$ cat config.mk
export PLATFORM = sky130hd
export DESIGN_NAME = muldiv_sequencer
export DESIGN_NICKNAME = d
export VERILOG_FILES = /design/src/rtl/muldiv_sequencer.sv
export SDC_FILE = /design/constraint.sdc
export NUM_CORES = 1
export LEC_CHECK = 0
export CORE_UTILIZATION = 60
export CTS_CLUSTER_DIAMETER = 60
export DETAILED_ROUTE_END_ITERATION = 12
export PLACE_DENSITY = 0.82
export SYNTH_ARGS = -nofsm -noshare
export SYNTH_HDL_FRONTEND = slang
export SYNTH_SLANG_ARGS = --single-unit
$ cat constraint.sdc
create_clock -name clock -period 17.4 [get_ports clock]
set_input_delay 3.48 -clock clock [delete_from_list [all_inputs] [get_ports clock]]
set_output_delay 3.48 -clock clock [all_outputs]
set_load 0.01 [all_outputs]
$ cat src/rtl/muldiv_sequencer.sv
// muldiv_sequencer: multi-cycle Booth signed multiply and restoring signed divide.
// Result packs {HI, LO} = product, or {remainder, quotient} for Div.
module muldiv_sequencer #(
   parameter int WIDTH = 32
) (
   input  logic               clock,
   input  logic               clear,
   input  logic               start,
   input  logic [4:0]         opcode,
   input  logic [WIDTH-1:0]   Ra,
   input  logic [WIDTH-1:0]   Rb,
   output logic               busy,
   output logic               done,
   output logic [2*WIDTH-1:0] Rc,
   output logic               div_by_zero
);
   localparam int CW = $clog2(WIDTH);
   localparam logic [CW-1:0] CNT_LAST = CW'(WIDTH - 1);
   localparam logic [4:0] OP_MUL = 5'b01101;
   localparam logic [4:0] OP_DIV = 5'b01100;
   typedef enum logic [1:0] {IDLE, MUL, DIV, DONE} state_t;
   state_t             state_q, state_d;
   logic [CW-1:0]      cnt_q, cnt_d;
   logic [WIDTH:0]     a_q, a_d;
   logic [WIDTH-1:0]   q_q, q_d;
   logic               qm1_q, qm1_d;
   logic [WIDTH-1:0]   m_q, m_d;
   logic               sa_q, sa_d;
   logic               sb_q, sb_d;
   logic [2*WIDTH-1:0] rc_q, rc_d;
   logic               dbz_q, dbz_d;
   logic               accept, last, is_mul;
   logic [WIDTH:0]     m_ext, booth_sum, booth_a;
   logic [WIDTH-1:0]   booth_q;
   logic [WIDTH:0]     div_sh, div_diff, div_a;
   logic [WIDTH-1:0]   div_q, quo_s, rem_s, ra_raw;
   // All operand and result registers share one async-cleared register process.
   always_ff @(posedge clock or posedge clear) begin
      if (clear) begin
         state_q <= IDLE;
         cnt_q   <= '0;
         a_q     <= '0;
         q_q     <= '0;
         qm1_q   <= 1'b0;
         m_q     <= '0;
         sa_q    <= 1'b0;
         sb_q    <= 1'b0;
         rc_q    <= '0;
         dbz_q   <= 1'b0;
      end else begin
         state_q <= state_d;
         cnt_q   <= cnt_d;
         a_q     <= a_d;
         q_q     <= q_d;
         qm1_q   <= qm1_d;
         m_q     <= m_d;
         sa_q    <= sa_d;
         sb_q    <= sb_d;
         rc_q    <= rc_d;
         dbz_q   <= dbz_d;
      end
   end
   always_comb begin
      is_mul  = opcode == OP_MUL;
      accept  = state_q == IDLE && start && (is_mul || opcode == OP_DIV);
      last    = cnt_q == CNT_LAST;
      state_d = state_q == IDLE ? (accept ? (is_mul ? MUL : DIV) : IDLE) :
                state_q == MUL  ? (last ? DONE : MUL) :
                state_q == DIV  ? ((m_q == '0 || last) ? DONE : DIV) : IDLE;
   end
   always_comb begin
      busy        = state_q == MUL || state_q == DIV;
      done        = state_q == DONE;
      Rc          = rc_q;
      div_by_zero = dbz_q;
   end
   // Booth step on {A, Q, q-1}; A carries one guard bit so -2^(W-1) never overflows.
   always_comb begin
      m_ext     = {m_q[WIDTH-1], m_q};
      booth_sum = (q_q[0] && !qm1_q) ? a_q - m_ext :
                  (!q_q[0] && qm1_q) ? a_q + m_ext : a_q;
      booth_a   = {booth_sum[WIDTH], booth_sum[WIDTH:1]};
      booth_q   = {booth_sum[0], q_q[WIDTH-1:1]};
      div_sh    = {a_q[WIDTH-1:0], q_q[WIDTH-1]};
      div_diff  = div_sh - {1'b0, m_q};
      div_a     = div_diff[WIDTH] ? div_sh : div_diff;
      div_q     = {q_q[WIDTH-2:0], ~div_diff[WIDTH]};
      quo_s     = (sa_q ^ sb_q) ? -div_q : div_q;
      rem_s     = sa_q ? -div_a[WIDTH-1:0] : div_a[WIDTH-1:0];
      ra_raw    = sa_q ? -q_q : q_q;
   end
   always_comb begin
      cnt_d = cnt_q;
      a_d   = a_q;
      q_d   = q_q;
      qm1_d = qm1_q;
      m_d   = m_q;
      sa_d  = sa_q;
      sb_d  = sb_q;
      rc_d  = rc_q;
      dbz_d = dbz_q;
      if (accept) begin
         cnt_d = '0;
         a_d   = '0;
         qm1_d = 1'b0;
         dbz_d = 1'b0;
         sa_d  = Ra[WIDTH-1];
         sb_d  = Rb[WIDTH-1];
         q_d   = is_mul ? Rb : (Ra[WIDTH-1] ? -Ra : Ra);
         m_d   = is_mul ? Ra : (Rb[WIDTH-1] ? -Rb : Rb);
      end else if (state_q == MUL) begin
         cnt_d = cnt_q + 1'b1;
         a_d   = booth_a;
         q_d   = booth_q;
         qm1_d = q_q[0];
         if (last) rc_d = {booth_a[WIDTH-1:0], booth_q};
      end else if (state_q == DIV && m_q == '0) begin
         rc_d  = {ra_raw, {WIDTH{1'b1}}};
         dbz_d = 1'b1;
      end else if (state_q == DIV) begin
         cnt_d = cnt_q + 1'b1;
         a_d   = div_a;
         q_d   = div_q;
         if (last) rc_d = {rem_s, quo_s};
      end
   end
endmodule

==> After elaboration in Yosys (flattened, before gate mapping) <==
Index checks and enable logic that the tools add are counted.
{ "word_totals": {"regBits": 172, "latch_bits": 0, "ram_bits": 0, "mem_bits_ro": 0, "input_bits": 72, "output_inout_bits": 67, "wordCells": 90, "memories": 0} }
{ "op_classes": {"add_sub_neg": 9, "mul": 0, "div_mod_pow": 0, "magnitude_cmp": 0, "eq_ne": 10, "shift": 0, "mux": 39, "bitwise_logic": 3, "n_reduce_logical": 19} }
{ "ops": {"columns": ["op", "n"], "rows": [
  ["2-to-1 mux 32 bit", 11],
  ["2-to-1 mux 64 bit", 5],
  ["2-to-1 mux 33 bit", 7],
  ["negator 32 bit", 5],
  ["adder 33 bit", 1],
  ["subtractor 33 x 32 -> 33 bit", 1],
  ["subtractor 33 bit", 1],
  ["zero test 32 bit", 1],
  ["2-to-1 mux 5 bit", 4],
  ["2-to-1 mux 2 bit", 6],
  ["equality test 5 x 4 -> 1 bit (second input constant)", 2],
  ["2-to-1 mux 1 bit", 6],
  ["nonzero test 3 bit", 2],
  ["adder 5 x 1 -> 5 bit (second input constant)", 1],
  ["equality test 5 bit (second input constant)", 1],
  ["logical AND 1 bit", 5],
  ["equality test 2 bit (second input constant)", 2],
  ["!= test 2 bit (second input constant)", 2],
  ["AND reduction 2 bit", 2],
  ["AND reduction 4 bit", 1],
  ["nonzero test 2 bit", 2],
  ["logical OR 1 bit", 3],
  ["!= test 3 x 2 -> 1 bit (second input constant)", 1],
  ["!= test 3 bit (second input constant)", 1],
  ["5 further kinds", 7]
]} }

==> Depth between registers and ports, before layout <==
Gate-level depths: netlist of the first run.
{ "depth": {"word_depth": 8, "mapped_depth": 27, "mapped_depth_nobuf": 25} }

==> Worst setup path before layout of the first run <==
OpenSTA, ideal clock, no wires.
{ "synth_timing": {"path_type": "input to register", "from": "in Ra[8]", "to": "reg q_q[28]", "setup_time_ns": 0.126, "arrival_ns": 6.087, "t_required_ns": 17.274, "slack_ns": 11.187, "cell_stages": 10, "path_buffers": 0, "path_cell_list": "or4_4 nor4_4 or3b_1 or4_1 or2_1 o21ai_2 xnor2_1 o221ai_1 a21oi_1 a221o_1"} }
{ "synth_via": {"elab_chain_len": 4} }
{ "synth_lines": {"columns": ["item", "line", "rtl"], "rows": [
  ["start: declaration", "10", "input logic [WIDTH-1:0] Ra,"],
  ["negator 32 bit", "109", "q_d = is_mul ? Rb : (Ra[WIDTH-1] ? -Ra : Ra);"],
  ["2-to-1 mux 32 bit (2 in a row)", "109", null],
  ["2-to-1 mux 32 bit", "102", "if (accept) begin"],
  ["end signal: assignment", "54", "q_q <= q_d;"],
  ["end: declaration", "25", "logic [WIDTH-1:0] q_q, q_d;"]
]} }
No other way between the ends.
A chain may end at the register's enable or synchronous reset.

==> Final worst setup path of the first run <==
{ "layout_timing": {"from": "reg q_q[31]", "to": "reg rc_q[62], in the netlist Rc[62]"} }
{ "layout_via": {"elab_chain_len": 8} }
{ "layout_lines": {"columns": ["item", "line", "rtl"], "rows": [
  ["subtractor 33 x 32 -> 33 bit", "85", "div_diff = div_sh - {1'b0, m_q};"],
  ["2-to-1 mux 33 bit (*)", "86", "div_a = div_diff[WIDTH] ? div_sh : div_diff;"],
  ["negator 32 bit", "89", "rem_s = sa_q ? -div_a[WIDTH-1:0] : div_a[WIDTH-1:0];"],
  ["2-to-1 mux 32 bit (*)", "89", null],
  ["2-to-1 mux 64 bit (*)", "124", "if (last) rc_d = {rem_s, quo_s};"],
  ["2-to-1 mux 64 bit (*)", "120", "end else if (state_q == DIV) begin"],
  ["2-to-1 mux 64 bit (*)", "117", "end else if (state_q == DIV && m_q == '0) begin"],
  ["2-to-1 mux 64 bit (*)", "111", "end else if (state_q == MUL) begin"],
  ["end signal: assignment", "59", "rc_q <= rc_d;"],
  ["end: declaration", "30", "logic [2*WIDTH-1:0] rc_q, rc_d;"]
]} }
Mark *: on every way between the ends. The rest lies on a longest branch, timed or not. The select of a mux whose other input is x is not followed.

==> results of run 1 <==
-- layer usage --
| metal | GRT usage | vias up | part of all wire |
|---|---|---|---|
| met5 | 0 | - | 0 |
| met4 | 0.264 | 0 | 0.061 |
| met3 | 0.137 | 255 | 0.15 |
| met2 | 0.649 | 1550 | 0.41 |
| met1 | 0.635 | 9543 | 0.39 |
| li1 | - | 8924 | - |
-- critical path, stage by stage (launching register included) --
cell and delay, ps:
dfrtp_1 420, inv_1 240, ha_1 250, fa_1 290, nor2b_4 70, o31a_2 320
o211ai_1 380, a31o_2 240, a21oi_1 120, o31ai_1 270, a21oi_1 110, o21a_1 170
or2_2 270, ha_2 310, buf_4 630, inv_2 60, buf_4 310, mux2_2 340
ha_1 180, nand2_1 60, or4_1 430, nor3_2 230, nand4_2 250, nor4_4 480
and2_1 250, a41oi_1 160, xor2_1 200, o32ai_1 260
-- registers in the layout, summed over array words and instances, names as in the netlist --
name         flops
qm1_q            1
a_q             33
Rc              64
div_by_zero      1
sa_q             1
cnt_q            5
q_q             32
sb_q             1
state_q          2
m_q             32
-- cell usage in the layout, fill, tap and decap left out, types with 33 or more instances in the layout --
cell and n:
xor2_1 40, nor3_1 36, a21oi_1 195, inv_1 85, xnor2_1 160, ha_1 106
clkdlybuf4s50_1 138, o221ai_1 59, dfrtp_1 172, nand2_1 265, nand3_1 73, o22ai_1 34
o21ai_0 227, a31oi_1 33, nor2_1 178, o31ai_1 42
-- power by group through the flow --
stage          sequential, W  clock, W  combinational, W
2_1_floorplan       0.000586         0           0.00132
3_3_place_gp        0.000656         0           0.00175
3_5_place_dp        0.000661         0           0.00178
4_1_cts             0.000655  0.000398           0.00180
5_1_grt             0.000674  0.000413           0.00200
6_report            0.000668  0.000400           0.00188
-- through the flow --
| stage | instance area [um2] | util | std cells | total power, W |
|---|---|---|---|---|
| final | 20300 | 0.678 | 2817 | 0.00294 |
| after global routing | 20300 | 0.678 | 2817 | 0.00309 |
| after CTS | 20300 | 0.678 | 2817 | 0.00285 |
| after detailed placement | 19600 | 0.658 | 2785 | 0.00245 |
| after global placement | 19600 | 0.658 | 2785 | 0.00241 |
| after floorplan | 18400 | - | 2426 | 0.00191 |
-- area by class of cell --
| type | count | share of cell area |
|---|---|---|
| Multi-Input combinational cell | 1972 | 0.640 |
| Sequential cell | 172 | 0.213 |
| Timing Repair Buffer | 162 | 0.0771 |
| Tap cell | 390 | 0.0241 |
| Clock buffer | 17 | 0.0210 |
| Inverter | 89 | 0.0167 |
| Clock inverter | 15 | 0.00871 |
-- path summary, 6_finish.rpt --
path / from / end / slack, ps
hold reg to reg: Rc[29] / Rc[29] / 480
min in group asynchronous: clear / Rc[24] / 3610
setup reg to reg: q_q[31] / Rc[62] / 9970
hold / removal: Rc[29] / Rc[29] / 480
max in group asynchronous: clear / a_q[11] / 12300
setup / recovery: q_q[31] / Rc[62] / 9970
-- cell families after synthesis --
logic type,Yosys count
AOI/OAI and AO/OA,881
and+or+nand+nor,763
buffers and inverters,282
xor gates and xnor gates,200
DFF,172
adders and majority gates,111
muxes,17
==> results.cfg, run 1 <==
[logic_synthesis]
synthMostInstantiatedCell = nand2_1
synthMuxAreaShare = 0.0101
synth_top_family_by_area = compound AO/OA/AOI/OAI gates
synth_area_per_cell_um2 = 7.59
synth_xor_area_frac = 0.0952
ys_warn_count = 0
synth_seq_cells = 172
syn_nets = 2609
ys_types = 106
syn_area_mm2 = 0.0184
synthCells = 2426
synth_common_cells = nand2_1 (265), o21ai_0 (227), a21oi_1 (195)
synthAdderAreaFrac = 0.0767
synth_simple_gate_area_frac = 0.200
ys_seq_area_frac = 0.234
yosys.area.top_type = dfrtp_1
synth_top_area_frac = 0.234
synth-compound-area-share = 0.320
synthArstFlopShare = 1.00
synthFlopType = dfrtp_1
ys_top_cells_by_area = dfrtp_1 (23%), xnor2_1 (7.6%), ha_1 (7.3%)
synth_edf_count = 0

[pwr]
power.share.clock = 0.136
swShare = 0.521
irDropWorstVdd_mv = 0.0843
power_frac_comb = 0.637
p_per_area_mw_per_mm2 = 145
switchingPower_w = 0.00153
intPower_w = 0.00141
seqPwrFrac = 0.227
p_leak_nw = 8.13

[run]
maxCapViolCount = 0

[cts]
post_cts_resized = 0
cts_sinks = 172
ctsHoldBuffers = 0
ctsHtreeMaxLevel = 4
cts_setup_buffers = 0
cts_tree = yes
cts_root_buffer = clkbuf_16
insertion_delay_ps = 470
clk_pin_slew_ps = 80
numCtsBuffers = 17
clockBufferDepth = 2

[die]
die_area_mm2 = 0.0314
start_util = 0.616
coreArea_mm2 = 0.0299
rows = 63
die_y_um = 177
die_w_um = 177
ios = 139

[layout]
layout.filler_cells = 2565
multi_input_area_mm2 = 0.0130
drive_gt1_frac = 0.0511
num_antenna_cells = 0
ff_latch_area_mm2 = 0.00430
area_delta_synth_final_pct = 10.0
final_nets = 2597

[worst_setup_path]
crit_arrival_ps = 7790
path_class = register to register
path_max_fanout = 67
start_kind = register
worst_setup_path_end_kind = register
crit_required_ps = 17760
reg2reg_depth = 27

[sta]
finalHoldViolCount = 0
period_needed_ps = 7430
fin_worst_skew_ps = 15.5
relSlewSlack = 0.162
finalSetupViolCount = 0
fmaxAchievable_mhz = 135
finalWorstSetupSlack_ps = 9970
rsz0062_at_grt = false
hold_ws_ps = 477
fin_setup_tns_ps = 0
timing_worst_slew_pin_value_ps = 1250
slew_viol_final = 0
fin_crit_sh = 0.427

[hold_path]
hold_path.class = register to register
hold_path_depth = 2

[grt]
grt_usage = 0.465
antenna_found_initial = 0
grt_pass1_vias = 18400
grt_max_degree = 108
grt_first_pass_wirelength_mm = 111
grt_overflow = 0

[route]
drcViolationCount = 0
wl_per_cell_um = 26.0
first_pass_iters = 9
ant_nets = 0
vias_per_cell = 7.20
vias = 20300
drt_iter0_drc = 3464
totalWireLength_mm = 73.2

[status]
status = complete, no violations

[placement]
pre_cts_slack_ps = 10250
io_buffers = 138
dpl.hpwl_mm = 54.7
gp_congestion = 1.07
Power figures use the tool's default switching activity.
==> run 2: changes to the inputs <==
--- a/config.mk
+++ b/config.mk
@@ -5,10 +5,10 @@
 export SDC_FILE = /design/constraint.sdc
 export NUM_CORES = 1
 export LEC_CHECK = 0
-export CORE_UTILIZATION = 60
+export CORE_UTILIZATION = 55
 export CTS_CLUSTER_DIAMETER = 60
 export DETAILED_ROUTE_END_ITERATION = 12
-export PLACE_DENSITY = 0.82
+export PLACE_DENSITY = 0.79
 export SYNTH_ARGS = -nofsm -noshare
 export SYNTH_HDL_FRONTEND = slang
 export SYNTH_SLANG_ARGS = --single-unit
==> constraint.sdc (replaced) <==
create_clock -name clock -period 6.7 [get_ports clock]
set_input_delay 1.34 -clock clock [delete_from_list [all_inputs] [get_ports clock]]
set_output_delay 1.34 -clock clock [all_outputs]
set_load 0.01 [all_outputs]
==> run 2 against run 1 <==
Against the previous run: combinational power grew to 2.7 times the previous value; final cell count grew 2.9%; design area grew 1.3%; fmax grew 15%; clock power grew to 2.6 times the previous value; via count grew 0.87%; power grew to 2.7 times the previous value; critical path type unchanged.
==> results.cfg, run 2 (same netlist as run 1, synthesis figures left out) <==
[status]
status = complete, no violations

[cts]
numCtsBuffers = 17
cts_root_buffer = clkbuf_16
cts_tree = yes
ctsHtreeMaxLevel = 4
clockBufferDepth = 2
insertion_delay_ps = 470
cts_sinks = 172
clk_pin_slew_ps = 80

[layout]
area_delta_synth_final_pct = 11.5
final_nets = 2626
largest_reg_flops = 64
final_cell_mix = nand2_1 (265), o21ai_0 (227), a21oi_1 (195), nor2_1 (178), dfrtp_1 (172)
mostFrequentLayoutCell = nand2_1
drive_gt1_frac = 0.0623

[pwr]
finalPower_w = 0.00784
irDropWorstVdd_mv = 0.253
p_per_area_mw_per_mm2 = 382
p_leak_nw = 8.26

[grt]
grt_pass1_vias = 18200
grt_first_pass_wirelength_mm = 113
grt_overflow = 0
antenna_found_initial = 3
grt_max_degree = 88
grt_usage = 0.446

[worst_setup_path]
start_kind = register
path_class = register to register
crit_arrival_ps = 6800
worst_setup_path_end_kind = register
path_max_fanout = 31
crit_required_ps = 7050

[die]
rows = 66
coreArea_mm2 = 0.0327
ios = 139
die_area_mm2 = 0.0342
die_y_um = 185
start_util = 0.563
die_w_um = 185

[hold_path]
hold_path.class = register to register

[placement]
dpl.hpwl_mm = 58.1
pre_cts_slack_ps = 356
io_buffers = 138
gp_congestion = 1.13

[sta]
fin_setup_tns_ps = 0
slew_viol_final = 0
fmaxAchievable_mhz = 155
finalSetupViolCount = 0
relSlewSlack = 0.110
timing_worst_slew_pin_value_ps = 1340
rsz0062_at_grt = false
finalWorstSetupSlack_ps = 250
fin_worst_skew_ps = 19.4
period_needed_ps = 6450
finalHoldViolCount = 0
fin_crit_sh = 0.963

[route]
wl_per_cell_um = 26.4
ant_nets = 0
drt_iter0_drc = 3320
vias = 20400
drcViolationCount = 0
first_pass_iters = 9
totalWireLength_mm = 76.5
vias_per_cell = 7.05

[run]
maxCapViolCount = 0
## run 2: changes by cell type in the layout (fill, tap and decap cells not counted), sizes merged
cell,delta
buf,+29
clkinv,-3
clkinvlp,+3
diode,+1
## run 2: path summary, 6_finish.rpt
check                         from  endpoint  slack (ps)  cells past startpoint
setup / recovery           q_q[31]    Rc[54]         250                     25
hold / removal              Rc[31]    Rc[31]         480                      1
setup reg to reg           q_q[31]    Rc[54]         250                     25
hold reg to reg             Rc[31]    Rc[31]         480                      1
max in group asynchronous    clear   q_q[16]        4020                      3
min in group asynchronous    clear    Rc[25]        1380                      2
## run 2: metrics by stage
stage | hold slack (ps) | area [um2] | instances | utilization
after floorplan | 445 | 18400 | 2426 | -
after global placement | 449 | 19900 | 2865 | 0.609
after detailed placement | 464 | 19900 | 2865 | 0.609
after CTS | 480 | 20500 | 2897 | 0.627
after global routing | 486 | 20500 | 2898 | 0.628
final | 476 | 20500 | 2899 | 0.628
## run 2: final cells by class
type | count | area, um2
fillers | 3003 | 12200
inverters | 89 | 339
repair buffers | 191 | 1780
flip-flops and latches | 172 | 4300
diodes | 1 | 2.50
well taps | 442 | 553
clock inverters | 15 | 153
multi-input cells | 1972 | 13000
clock buffers | 17 | 425
## run 2: repair_timing
item,4_1_cts,5_1_grt
hold buffers,0,0
endpoints found under the setup margin,0,9
setup buffers,0,1
hold endpoints to repair,0,0
resized for setup,0,1
## run 2: report_power, final
part,internal (W),switching (W),total [W]
clock network,0.000525,0.000505,0.00103
registers,0.00129,0.000397,0.00168
logic,0.00194,0.00319,0.00513
## run 2: critical path: stages (launching register included)
cell and delay, ps:
dfrtp_1 400, inv_1 190, ha_1 220, fa_1 270, nor2b_4 70, o31a_2 330
o211ai_1 180, buf_4 170, a31o_2 170, a21oi_1 100, o31ai_1 280, a21oi_1 110
o21a_1 170, or2_2 270, ha_2 330, inv_2 160, buf_4 380, a211oi_1 90
a311oi_1 780, nand3_1 440, nor4_4 340, buf_4 180, a21oi_1 70, xnor2_1 230
a21oi_1 110, o31a_1 280
## run 2: per-layer routing
layer  up-vias  part of all wire  track usage
met5         -           0.00030            0
met2      1562              0.40        0.621
met3       242              0.14        0.137
met4         4             0.056        0.227
met1      9648              0.40        0.614
li1       8993                 -            -
